<file path="src/rtl/serial_tx_pkg.sv">
// Shared types and default widths for the serial transmitter.
// Latency: n/a (declarations only).
// Backpressure: n/a.
package serial_tx_pkg;

    localparam int LEN_W_DEF  = 4;
    localparam int PORT_W_DEF = 2;

    typedef enum logic [2:0] {
        ST_IDLE,
        ST_PORT,
        ST_LEN,
        ST_DATA,
        ST_DONE
    } state_e;

endpackage

</file>
<file path="src/rtl/bit_counter.sv">
// Loadable down-counter with zero flag; holds the remaining data-bit count.
// Latency: load/decrement visible one clock after the request.
// Backpressure: none; decrement is ignored when the count is already zero.
module bit_counter #(
    parameter int W = 4
) (
    input  logic         clk,
    input  logic         rst_n,
    input  logic         load,
    input  logic [W-1:0] load_val,
    input  logic         dec,
    output logic [W-1:0] cnt,
    output logic         zero
);

    logic [W-1:0] cnt_q;
    logic [W-1:0] cnt_d;

    // Load has priority; decrement saturates at zero so the count never wraps.
    always_comb begin
        cnt_d = cnt_q;
        if (load) begin
            cnt_d = load_val;
        end else if (dec && (cnt_q != '0)) begin
            cnt_d = cnt_q - W'(1);
        end
    end

    // Count register.
    always_ff @(posedge clk or negedge rst_n) begin
        if (!rst_n) begin
            cnt_q <= '0;
        end else begin
            cnt_q <= cnt_d;
        end
    end

    assign cnt  = cnt_q;
    assign zero = (cnt_q == '0);

endmodule

</file>
<file path="src/rtl/serial_transmitter.sv">
// Frame parser: after a start pulse reads port id and length from SIn, then routes data bits to one port.
// Latency: data bit appears on port_out one clock after it is sampled; done follows the last data bit.
// Backpressure: none; start pulses arriving while a frame is in progress are dropped.
module serial_transmitter
    import serial_tx_pkg::*;
#(
    parameter int LEN_W  = LEN_W_DEF,
    parameter int PORT_W = PORT_W_DEF
) (
    input  logic                 clk,
    input  logic                 rst,
    input  logic                 SIn,
    input  logic                 detected,
    output logic [2**PORT_W-1:0] port_out,
    output logic [2**PORT_W-1:0] port_valid,
    output logic                 busy,
    output logic [LEN_W-1:0]     cnt_rem,
    output logic                 done
);

    localparam int NPORT = 2**PORT_W;
    localparam int MAX_W = (LEN_W > PORT_W) ? LEN_W : PORT_W;
    localparam int IDX_W = $clog2(MAX_W) + 1;

    state_e              state_q, state_d;
    logic [IDX_W-1:0]    idx_q, idx_d;
    logic [PORT_W-1:0]   port_sel_q, port_sel_d;
    logic [NPORT-1:0]    port_out_q, port_out_d;
    logic [NPORT-1:0]    port_valid_q, port_valid_d;
    logic                busy_q, busy_d;
    logic                done_q, done_d;

    logic                cnt_load;
    logic [LEN_W-1:0]    cnt_load_val;
    logic                cnt_dec;
    logic [LEN_W-1:0]    cnt_val;
    logic                cnt_zero;
    logic [LEN_W-1:0]    len_shift;

    // The length field is shifted directly into the down-counter, MSB first.
    assign len_shift = (cnt_val << 1) | LEN_W'(SIn);

    bit_counter #(
        .W (LEN_W)
    ) u_bit_counter (
        .clk      (clk),
        .rst_n    (rst),
        .load     (cnt_load),
        .load_val (cnt_load_val),
        .dec      (cnt_dec),
        .cnt      (cnt_val),
        .zero     (cnt_zero)
    );

    // Next-state, header shifting and per-port demux of the data bit.
    always_comb begin
        state_d      = state_q;
        idx_d        = idx_q;
        port_sel_d   = port_sel_q;
        port_out_d   = '0;
        port_valid_d = '0;
        cnt_load     = 1'b0;
        cnt_load_val = '0;
        cnt_dec      = 1'b0;

        case (state_q)
            ST_IDLE: begin
                if (detected) begin
                    // Clear header state so an aborted frame leaves nothing behind.
                    state_d    = ST_PORT;
                    idx_d      = '0;
                    port_sel_d = '0;
                    cnt_load   = 1'b1;
                end
            end
            ST_PORT: begin
                port_sel_d = (port_sel_q << 1) | PORT_W'(SIn);
                if (idx_q == IDX_W'(PORT_W - 1)) begin
                    idx_d   = '0;
                    state_d = ST_LEN;
                end else begin
                    idx_d = idx_q + IDX_W'(1);
                end
            end
            ST_LEN: begin
                cnt_load     = 1'b1;
                cnt_load_val = len_shift;
                if (idx_q == IDX_W'(LEN_W - 1)) begin
                    idx_d   = '0;
                    state_d = (len_shift != '0) ? ST_DATA : ST_DONE;
                end else begin
                    idx_d = idx_q + IDX_W'(1);
                end
            end
            ST_DATA: begin
                // One data bit per cycle while the count is nonzero; the
                // cycle that sees zero only hands over to DONE.
                if (!cnt_zero) begin
                    cnt_dec                  = 1'b1;
                    port_out_d[port_sel_q]   = SIn;
                    port_valid_d[port_sel_q] = 1'b1;
                end else begin
                    state_d = ST_DONE;
                end
            end
            ST_DONE: begin
                state_d = ST_IDLE;
            end
            default: begin
                state_d = ST_IDLE;
            end
        endcase

        busy_d = (state_d != ST_IDLE);
        done_d = (state_d == ST_DONE);
    end

    // State and registered outputs.
    always_ff @(posedge clk or negedge rst) begin
        if (!rst) begin
            state_q      <= ST_IDLE;
            idx_q        <= '0;
            port_sel_q   <= '0;
            port_out_q   <= '0;
            port_valid_q <= '0;
            busy_q       <= 1'b0;
            done_q       <= 1'b0;
        end else begin
            state_q      <= state_d;
            idx_q        <= idx_d;
            port_sel_q   <= port_sel_d;
            port_out_q   <= port_out_d;
            port_valid_q <= port_valid_d;
            busy_q       <= busy_d;
            done_q       <= done_d;
        end
    end

    assign port_out   = port_out_q;
    assign port_valid = port_valid_q;
    assign busy       = busy_q;
    assign done       = done_q;
    assign cnt_rem    = cnt_val;

endmodule

</file>
<file path="config.mk">
export PLATFORM = sky130hd
export DESIGN_NAME = serial_transmitter
export DESIGN_NICKNAME = d
export VERILOG_FILES = /design/src/rtl/serial_tx_pkg.sv /design/src/rtl/bit_counter.sv /design/src/rtl/serial_transmitter.sv
export SDC_FILE = /design/constraint.sdc
export NUM_CORES = 1
export LEC_CHECK = 0
export CORE_MARGIN = 2
export CORE_UTILIZATION = 30
export CTS_CLUSTER_DIAMETER = 40
export DETAILED_ROUTE_END_ITERATION = 10
export PLACE_DENSITY = 0.62
export SYNTH_ARGS = -nofsm -noshare
export SYNTH_HDL_FRONTEND = slang
export SYNTH_SLANG_ARGS = --single-unit
</file>
<file path="constraint.sdc">
create_clock -name clk -period 2.8 [get_ports clk]
set_input_delay 0.7 -clock clk [delete_from_list [all_inputs] [get_ports clk]]
set_output_delay 0.7 -clock clk [all_outputs]
set_load 0.03 [all_outputs]
</file>
Word-level counts from Yosys, hierarchy flattened
Cells that the tools add are included.
W data, S select, Z words.

storage, ports and cells
  flip-flop bits (word level) = 22
  bits in latches = 0
  RAM bits = 0
  bits in read-only memories = 0
  input bits = 4
  output and inout bits = 14
  word-level logic and storage cells = 59
  memories = 0

cells by class
  $add $sub $neg = 2
  multiply operators = 0
  divide/modulo/power cells = 0
  magnitude comparators = 2
  equal/unequal tests = 7
  shifts and indexed selects = 0
  mux-type cells = 25
  bitwise operators = 3
  reductions and logical operators = 12

operator list
  cell                   count
  $mux W4                7
  $mux W3                8
  $pmux W3 S4            1
  $eq A3 B2 Y1 const B   3
  $pmux W3 S3            1
  $reduce_bool A4 Y1     2
  $eq A3 B1 Y1 const B   2
  $reduce_bool A3 Y1     2
  $and A4 B4 Y4          1
  $logic_not A4 Y1       1
  $mux W1                4
  $or A4 B1 Y4           1
  $pmux W2 S2            1
  $reduce_and A2 Y1      2
  $reduce_bool A2 Y1     2
  $sub A4 B1 Y4 const B  1
  $add A3 B1 Y3 const B  1
  $eq A3 B3 Y1 const B   1
  $logic_not A3 Y1       1
  $lt A2 B3 Y1 const B   1
  $demux W1 S2           1
  $ge A2 B1 Y1 const B   1
  $logic_and A1 B1 Y1    2
  $mux W2                1
  other kinds (3)        3

Depth between registers and ports, before layout
Gate-level depths: netlist (run 1).

  depth in word-level cells = 7
  mapped depth = 7
  mapped depth without buffers = 6

By module
A second synthesis (run 1) with hierarchy kept.

second synthesis, totals
  cells, all modules = 106
  area total of the unflattened synthesis = 1111.1 um2

modules (own cells, without submodules)
  module              times used  cells each  area each (um2)  sequential area each (um2)
  serial_transmitter  1           79          840.8            450.4
  bit_counter         1           27          270.3            100.1

Worst setup path before layout (run 1)
Ideal clock, no wire load.

  kind = register to register
  start point = register u_bit_counter.cnt_q[0], in the netlist u_bit_counter.cnt[0]
  end point = register u_bit_counter.cnt_q[2], in the netlist u_bit_counter.cnt[2]
  library setup time = 122 ps
  arrival = 1824 ps
  required time = 2678 ps
  setup slack = 854 ps
  stages on the path, launching flop included = 8
  path buffers = 1
  clock period less this slack = 1946 ps
  cell sequence = dfrtp_1 > inv_1 > ha_1 > or3b_4 > and3_4 > buf_6 > o22a_1 > o22a_1

on the way
  longest elaborated chain between the ends = 5
  elaborated cells on any way between the ends = 9
  classes of those cells = add/sub (1); mux (4); reduce/logical (4)

ends and longest elaborated chain
  what                                                   RTL line           source
  from (decl)                                            bit_counter.sv:16  logic [W-1:0] cnt_q;
  from (signal assigned)                                 bit_counter.sv:34  cnt_q <= cnt_d;
  branches (longest 5 deep; another with $sub A4 B1 Y4)  --

Several ways; the timed one is not identified. The select of a mux whose other input is x is not followed.
A chain may end at the register's enable or synchronous reset.

Worst setup path after layout (run 1)
  start point = register u_bit_counter.cnt_q[2], in the netlist u_bit_counter.cnt[2]
  end point = output port cnt_rem[2]

RTL lines
  what       RTL line                  source
  to (decl)  serial_transmitter.sv:17  output logic [LEN_W-1:0] cnt_rem,

No word-level cell between the ends.

==> results of run 1 <==
[Yosys cell counts, drive strengths merged (3+ instances only)]
cell type   n  area [um2]
ha          5        62.6
buf         3        26.3
nand2       4        15.0
nor2        4        15.0
a31oi       3        18.8
o21ai       3        15.0
nor3        5        25.0
nor3b       3        22.5
o22a        4        35.0
or3         3        23.8
nor2b       4        25.0
and2        4        26.3
inv         7        26.3
dfrtp      22         551
[cell type report]
cell class	count	area [um2]
clock buffer	3	22.5
clock inverter	1	30.0
fill	330	2070
inverter	7	26.3
multi-input combinational	67	485
sequential	22	551
tap	46	57.6
timing repair buffer	18	178
[metrics by stage]
step	hold slack, ns	util	power [W]	std cells	cell area [um2]
after global routing	0.555	0.395	0.00160	164	1350
final	0.527	0.395	0.00147	164	1350
after CTS	0.533	0.395	0.00148	164	1350
after floorplan	0.404	-	0.00105	100	1090
after global placement	0.491	0.380	0.00121	160	1300
after detailed placement	0.515	0.380	0.00124	160	1300
[metal layers]
layer | vias to the layer above | GRT usage | wire length [um]
met2 | 32 | 0.188 | 973
li1 | 400 | - | -
met1 | 402 | 0.142 | 954
met5 | - | 0 | 0
met3 | 2 | 0.0387 | 141
met4 | 0 | 0.0559 | 15
[worst max path at each step]
stage | start | end | cells after the start
5_1_grt | u_bit_counter.cnt[2] | cnt_rem[2] | 1
3_5_place_dp | SIn | busy | 5
4_1_cts | u_bit_counter.cnt[2] | cnt_rem[2] | 1
6_report | u_bit_counter.cnt[2] | cnt_rem[2] | 1
2_1_floorplan | u_bit_counter.cnt[0] | u_bit_counter.cnt[2] | 7
3_3_place_gp | SIn | busy | 5
[registers in the layout, summed over array words and instances, names as in the netlist]
| name | count |
|---|---|
| busy | 1 |
| port_out | 4 |
| port_valid | 4 |
| idx_q | 3 |
| state_q | 3 |
| u_bit_counter.cnt | 4 |
| done | 1 |
| port_sel_q | 2 |
[where the power goes]
group | internal, W | leakage, nW | switching (W)
Combinational | 0.000323 | 0.280 | 0.000371
Clock | 0.000145 | 0.0279 | 0.0000982
Sequential | 0.000414 | 0.288 | 0.000123
[cell families after synthesis]
kind of cell | share of synthesized area
muxes | 0.00916
buffers and inverters | 0.0515
adders and majority gates | 0.0573
and+or+nand+nor | 0.215
DFF | 0.504
AOI/OAI and AO/OA | 0.163
==> summary.md, run 1 <==
| Metric | Value |
|---|---|
| Ant. Diodes | `0` |
| Fin crit period | `2.17 ns` |
| HP Class | `reg -> reg` |
| Layout Nets | `128` |
| CP arrival | `1.47 ns` |
| Setup TNS | `0 ns` |
| Routability cong. | `0.766` |
| Fin. max-slew vios | `0` |
| WL per Instance | `12.7 um` |
| Max Buffers Root-to-Sink | `2` |
| Clock slew at reported path FFs | `0.12 ns` |
| Yosys warns | `0` |
| Hold EP | `idx_q[0]` |
| Post-route DRC | `0` |
| Vert. Die Dim | `64.3 um` |
| Setup Buffers After CTS | `0` |
| Grt ovf | `0` |
| Final period util | `0.775` |
| Std cell rows | `21` |
| Dpl ws | `0.608 ns` |
| Worst setup slack after layout | `0.630 ns` |
| Startpoint types | `flop` |
| CP Buf/Inv Count | `1` |
| PwrDens | `1090 nW/um2` |
| Reg2reg start | `u_bit_counter.cnt[0]` |
| Status | `finished, final reports clean` |
| Starting Density | `0.320` |
| Fmax | `461 MHz` |
| Crit-path cells | `clkdlybuf4s50_1` |
| H-tree Lvls | `1` |
| Worst reg2reg setup slack | `0.87 ns` |
| Iter 0 DRT Violations | `42` |
| Critical path's slowest cell | `clkdlybuf4s50_1` |
| Max FO, Critical Path | `7` |
| Post-CTS sizing | `0` |
| Pre-antenna DRT Iters | `4` |
| Required @ worst endpoint | `2.10 ns` |
| FF-to-FF End | `busy` |
| CORE AREA | `3420 um2` |
| Relative slew slack | `0.671` |
| Post-synth EDFFs | `0` |
| Crit end category | `output port` |
| Number of global-route vias before repair | `824` |
| Max Cap Violations | `0` |
| Worst path max stage delay | `0.70 ns` |
| Total wire length | `2090 um` |
| Largest net degree at the start of global routing | `23` |
| Worst-skew pair later-pin latency | `0.31 ns` |
| Most common cell after layout, fill and taps aside | `dfrtp_1` |
| Mapped Area | `1090 um2` |
| R2R cell count | `6` |
| Fraction of registers with async set/reset | `1.00` |
| Worst hold stages | `1` |
| Num CTS Buffers | `3` |
| Main flop type after synthesis | `dfrtp_1` |
| Critical path class | `reg -> out` |
| Number of hold buffers added after CTS | `0` |
| Area of the die | `4140 um2` |
| Worst hold start | `idx_q[0]` |
| Maximum VDD drop | `0.558 mV` |
| Final-report setup violation count | `0` |
| Pleak | `0.596 nW` |
| Worst-margin pin slew | `0.493 ns` |
| Vias after detailed routing | `836` |
| Layout cells sized above 1 | `0.0847` |
| Clock Skew | `0.00239 ns` |
| Seq/Total Area, Yosys | `0.504` |
| RSZ-0062 raised after global routing | `false` |
| Critical path's top delay family | `buffers and inverters` |
| Global-route wire length before repair | `3770 um` |
| Cells after Synth | `100` |
| Gr usage total | `0.117` |
| PortBufs | `17` |
| Die width | `64.3 um` |
| Synth Net Count | `109` |
| Most frequent cells in the layout | `22 x dfrtp_1, 17 x clkdlybuf4s50_1, 7 x inv_1, 5 x nor3_1, 5 x ha_1` |
| Antenna violations before repair | `0` |
| Post-route ant nets | `0` |
| CTS tree | `yes` |
| Syn-to-layout area delta | `23.6%` |
| CTS Root Cell | `clkbuf_4` |
| Fin. Hold Viols | `0` |
| Mean Syn Cell Area | `10.9 um2` |
| Cell variety after synth | `38` |
| Post-detailed-placement half-perimeter wirelength | `1510 um` |
| Vias per cell | `5.10` |
| Flops & latches, synth | `22` |
| IO Count | `18` |
| CTS sink cnt | `22` |
Power figures use the tool's default switching activity.
==> run 2, diff against run 1 <==
==> constraint.sdc (replaced) <==
create_clock -name clk -period 2.26 [get_ports clk]
set_input_delay 0.565 -clock clk [delete_from_list [all_inputs] [get_ports clk]]
set_output_delay 0.565 -clock clk [all_outputs]
set_load 0.03 [all_outputs]
==> run 2 against run 1 <==
Count of clock-buffer cells in the layout is the same. Clock power grew 25%. Wire length shrank 0.91%. Highest routed layer unchanged.
==> summary.md, run 2 (same netlist as run 1, synthesis figures left out) <==
| Metric | Value |
|---|---|
| Post-detailed-placement half-perimeter wirelength | `1480 um (-2.2%)` |
| CTS tree | `yes` |
| Antenna violations before repair | `0 (unchanged)` |
| Critical path's top delay family | `buffers and inverters` |
| Vert. Die Dim | `64.3 um (unchanged)` |
| Worst hold stages | `1 (unchanged)` |
| Critical path's slowest cell | `clkdlybuf4s50_1` |
| WL per Instance | `12.5 um (-1.5%)` |
| Clock Skew | `0.00559 ns (+0.00320 ns)` |
| Worst-margin pin slew | `0.452 ns (-0.0412 ns)` |
| Ant. Diodes | `0 (unchanged)` |
| Fin. max-slew vios | `0 (unchanged)` |
| Total wire length | `2070 um (-0.91%)` |
| PortBufs | `17 (unchanged)` |
| Final period util | `0.910` |
| Iter 0 DRT Violations | `48 (+14%)` |
| Fin. Hold Viols | `0 (unchanged)` |
| Most common cell after layout, fill and taps aside | `dfrtp_1` |
| Crit end category | `output port` |
| Routability cong. | `0.754 (-1.6%)` |
| Hold EP | `idx_q[0]` |
| CP Buf/Inv Count | `1 (unchanged)` |
| Grt ovf | `0 (unchanged)` |
| Fmax | `486 MHz` |
| Maximum VDD drop | `0.658 mV (+18%)` |
| Reg2reg start | `u_bit_counter.cnt[0]` |
| Most frequent cells in the layout | `22 x dfrtp_1, 17 x clkdlybuf4s50_1, 7 x inv_1, 5 x nor3_1, 5 x ha_1` |
| Pre-antenna DRT Iters | `4 (unchanged)` |
| Post-route ant nets | `0 (unchanged)` |
| Vias per cell | `4.82 (-5.4%)` |
| Worst reg2reg setup slack | `0.33 ns (-0.54 ns)` |
| Worst path max stage delay | `0.71 ns (about the same)` |
| Std cell rows | `21 (unchanged)` |
| Global-route wire length before repair | `3620 um (-3.8%)` |
| Die width | `64.3 um (unchanged)` |
| Max Buffers Root-to-Sink | `2 (unchanged)` |
| Fillers | `342 (+3.6%)` |
| Crit-path cells | `clkdlybuf4s50_1` |
| Post-route DRC | `0 (unchanged)` |
| Relative slew slack | `0.697 (+0.0259)` |
| Max FO, Critical Path | `7 (unchanged)` |
| Required @ worst endpoint | `1.69 ns (-0.41 ns)` |
| CORE AREA | `3420 um2 (unchanged)` |
| HP Class | `reg -> reg` |
| Final-report setup violation count | `0 (unchanged)` |
| Setup TNS | `0 ns (unchanged)` |
| Number of hold buffers added after CTS | `0 (unchanged)` |
| PwrDens | `1350 nW/um2 (+23%)` |
| Startpoint types | `flop` |
| Worst hold start | `idx_q[0]` |
| Worst-skew pair later-pin latency | `0.31 ns (about the same)` |
| Vias after detailed routing | `796 (-4.8%)` |
| Starting Density | `0.320 (unchanged)` |
| Post-CTS sizing | `0 (unchanged)` |
| Status | `finished, final reports clean` |
| Layout Nets | `129 (+0.78%)` |
| Layout cells sized above 1 | `0.0924 (+0.00769)` |
| Num CTS Buffers | `3 (unchanged)` |
| Number of global-route vias before repair | `801 (-2.8%)` |
| Syn-to-layout area delta | `24.3%` |
| FF-to-FF End | `busy` |
| IO Count | `18 (unchanged)` |
| Largest net degree at the start of global routing | `23 (unchanged)` |
| R2R cell count | `6 (unchanged)` |
| RSZ-0062 raised after global routing | `false` |
| Critical path class | `reg -> out` |
| Area of the die | `4140 um2 (unchanged)` |
| Max Cap Violations | `0 (unchanged)` |
| Setup Buffers After CTS | `0 (unchanged)` |
| CTS sink cnt | `22 (unchanged)` |
| Pleak | `0.601 nW (+0.81%)` |
| Total power | `0.00183 W (+24%)` |
| CP arrival | `1.49 ns (+0.02 ns)` |
| Gr usage total | `0.112 (-0.00525)` |
| Clock slew at reported path FFs | `0.13 ns (about the same)` |
| CTS Root Cell | `clkbuf_4` |
| Fin crit period | `2.06 ns` |
| H-tree Lvls | `1 (unchanged)` |
run 2: how the worst max path moves through the flow:
stage	from	depth (start not counted)	slack, ns	to
floorplan	u_bit_counter.cnt[0]	7	0.31	u_bit_counter.cnt[2]
global placement	SIn	5	0.34	busy
detailed placement	u_bit_counter.cnt[0]	6	0.34	busy
CTS	u_bit_counter.cnt[2]	1	0.20	cnt_rem[2]
global route	u_bit_counter.cnt[2]	1	0.13	cnt_rem[2]
finish	u_bit_counter.cnt[2]	1	0.20	cnt_rem[2]
run 2: where the power goes:
part	switching [W]	leakage, nW	total [W]	internal [W]
combinational	0.000462	0.284	0.000864	0.000403
sequential	0.000148	0.288	0.000661	0.000513
clock	0.000125	0.0279	0.000304	0.000179
run 2: layout make-up:
cell class,count,area (um2),share of cell area
Tap cell,46,57.6,0.0424
Inverter,7,26.3,0.0194
Sequential cell,22,551,0.406
Clock inverter,1,30.0,0.0221
Multi-Input combinational cell,67,485,0.358
Timing Repair Buffer,19,185,0.136
Clock buffer,3,22.5,0.0166
run 2: per-layer routing:
metal  GRT usage  wire (um)  vias up
met5           0          0        -
li1            -          -      397
met2       0.178        927       19
met3      0.0317         86        2
met4      0.0319         15        0
met1       0.148       1040      378
run 2: stage by stage:
step / setup slack, ns / utilization / instance area (um2) / hold slack [ns] / std cells
5_1_grt: 0.134 / 0.397 / 1360 / 0.563 / 165
6_report: 0.204 / 0.397 / 1360 / 0.527 / 165
2_1_floorplan: 0.314 / - / 1090 / 0.269 / 100
4_1_cts: 0.199 / 0.397 / 1360 / 0.535 / 165
3_5_place_dp: 0.340 / 0.382 / 1310 / 0.517 / 161
3_3_place_gp: 0.342 / 0.382 / 1310 / 0.493 / 161
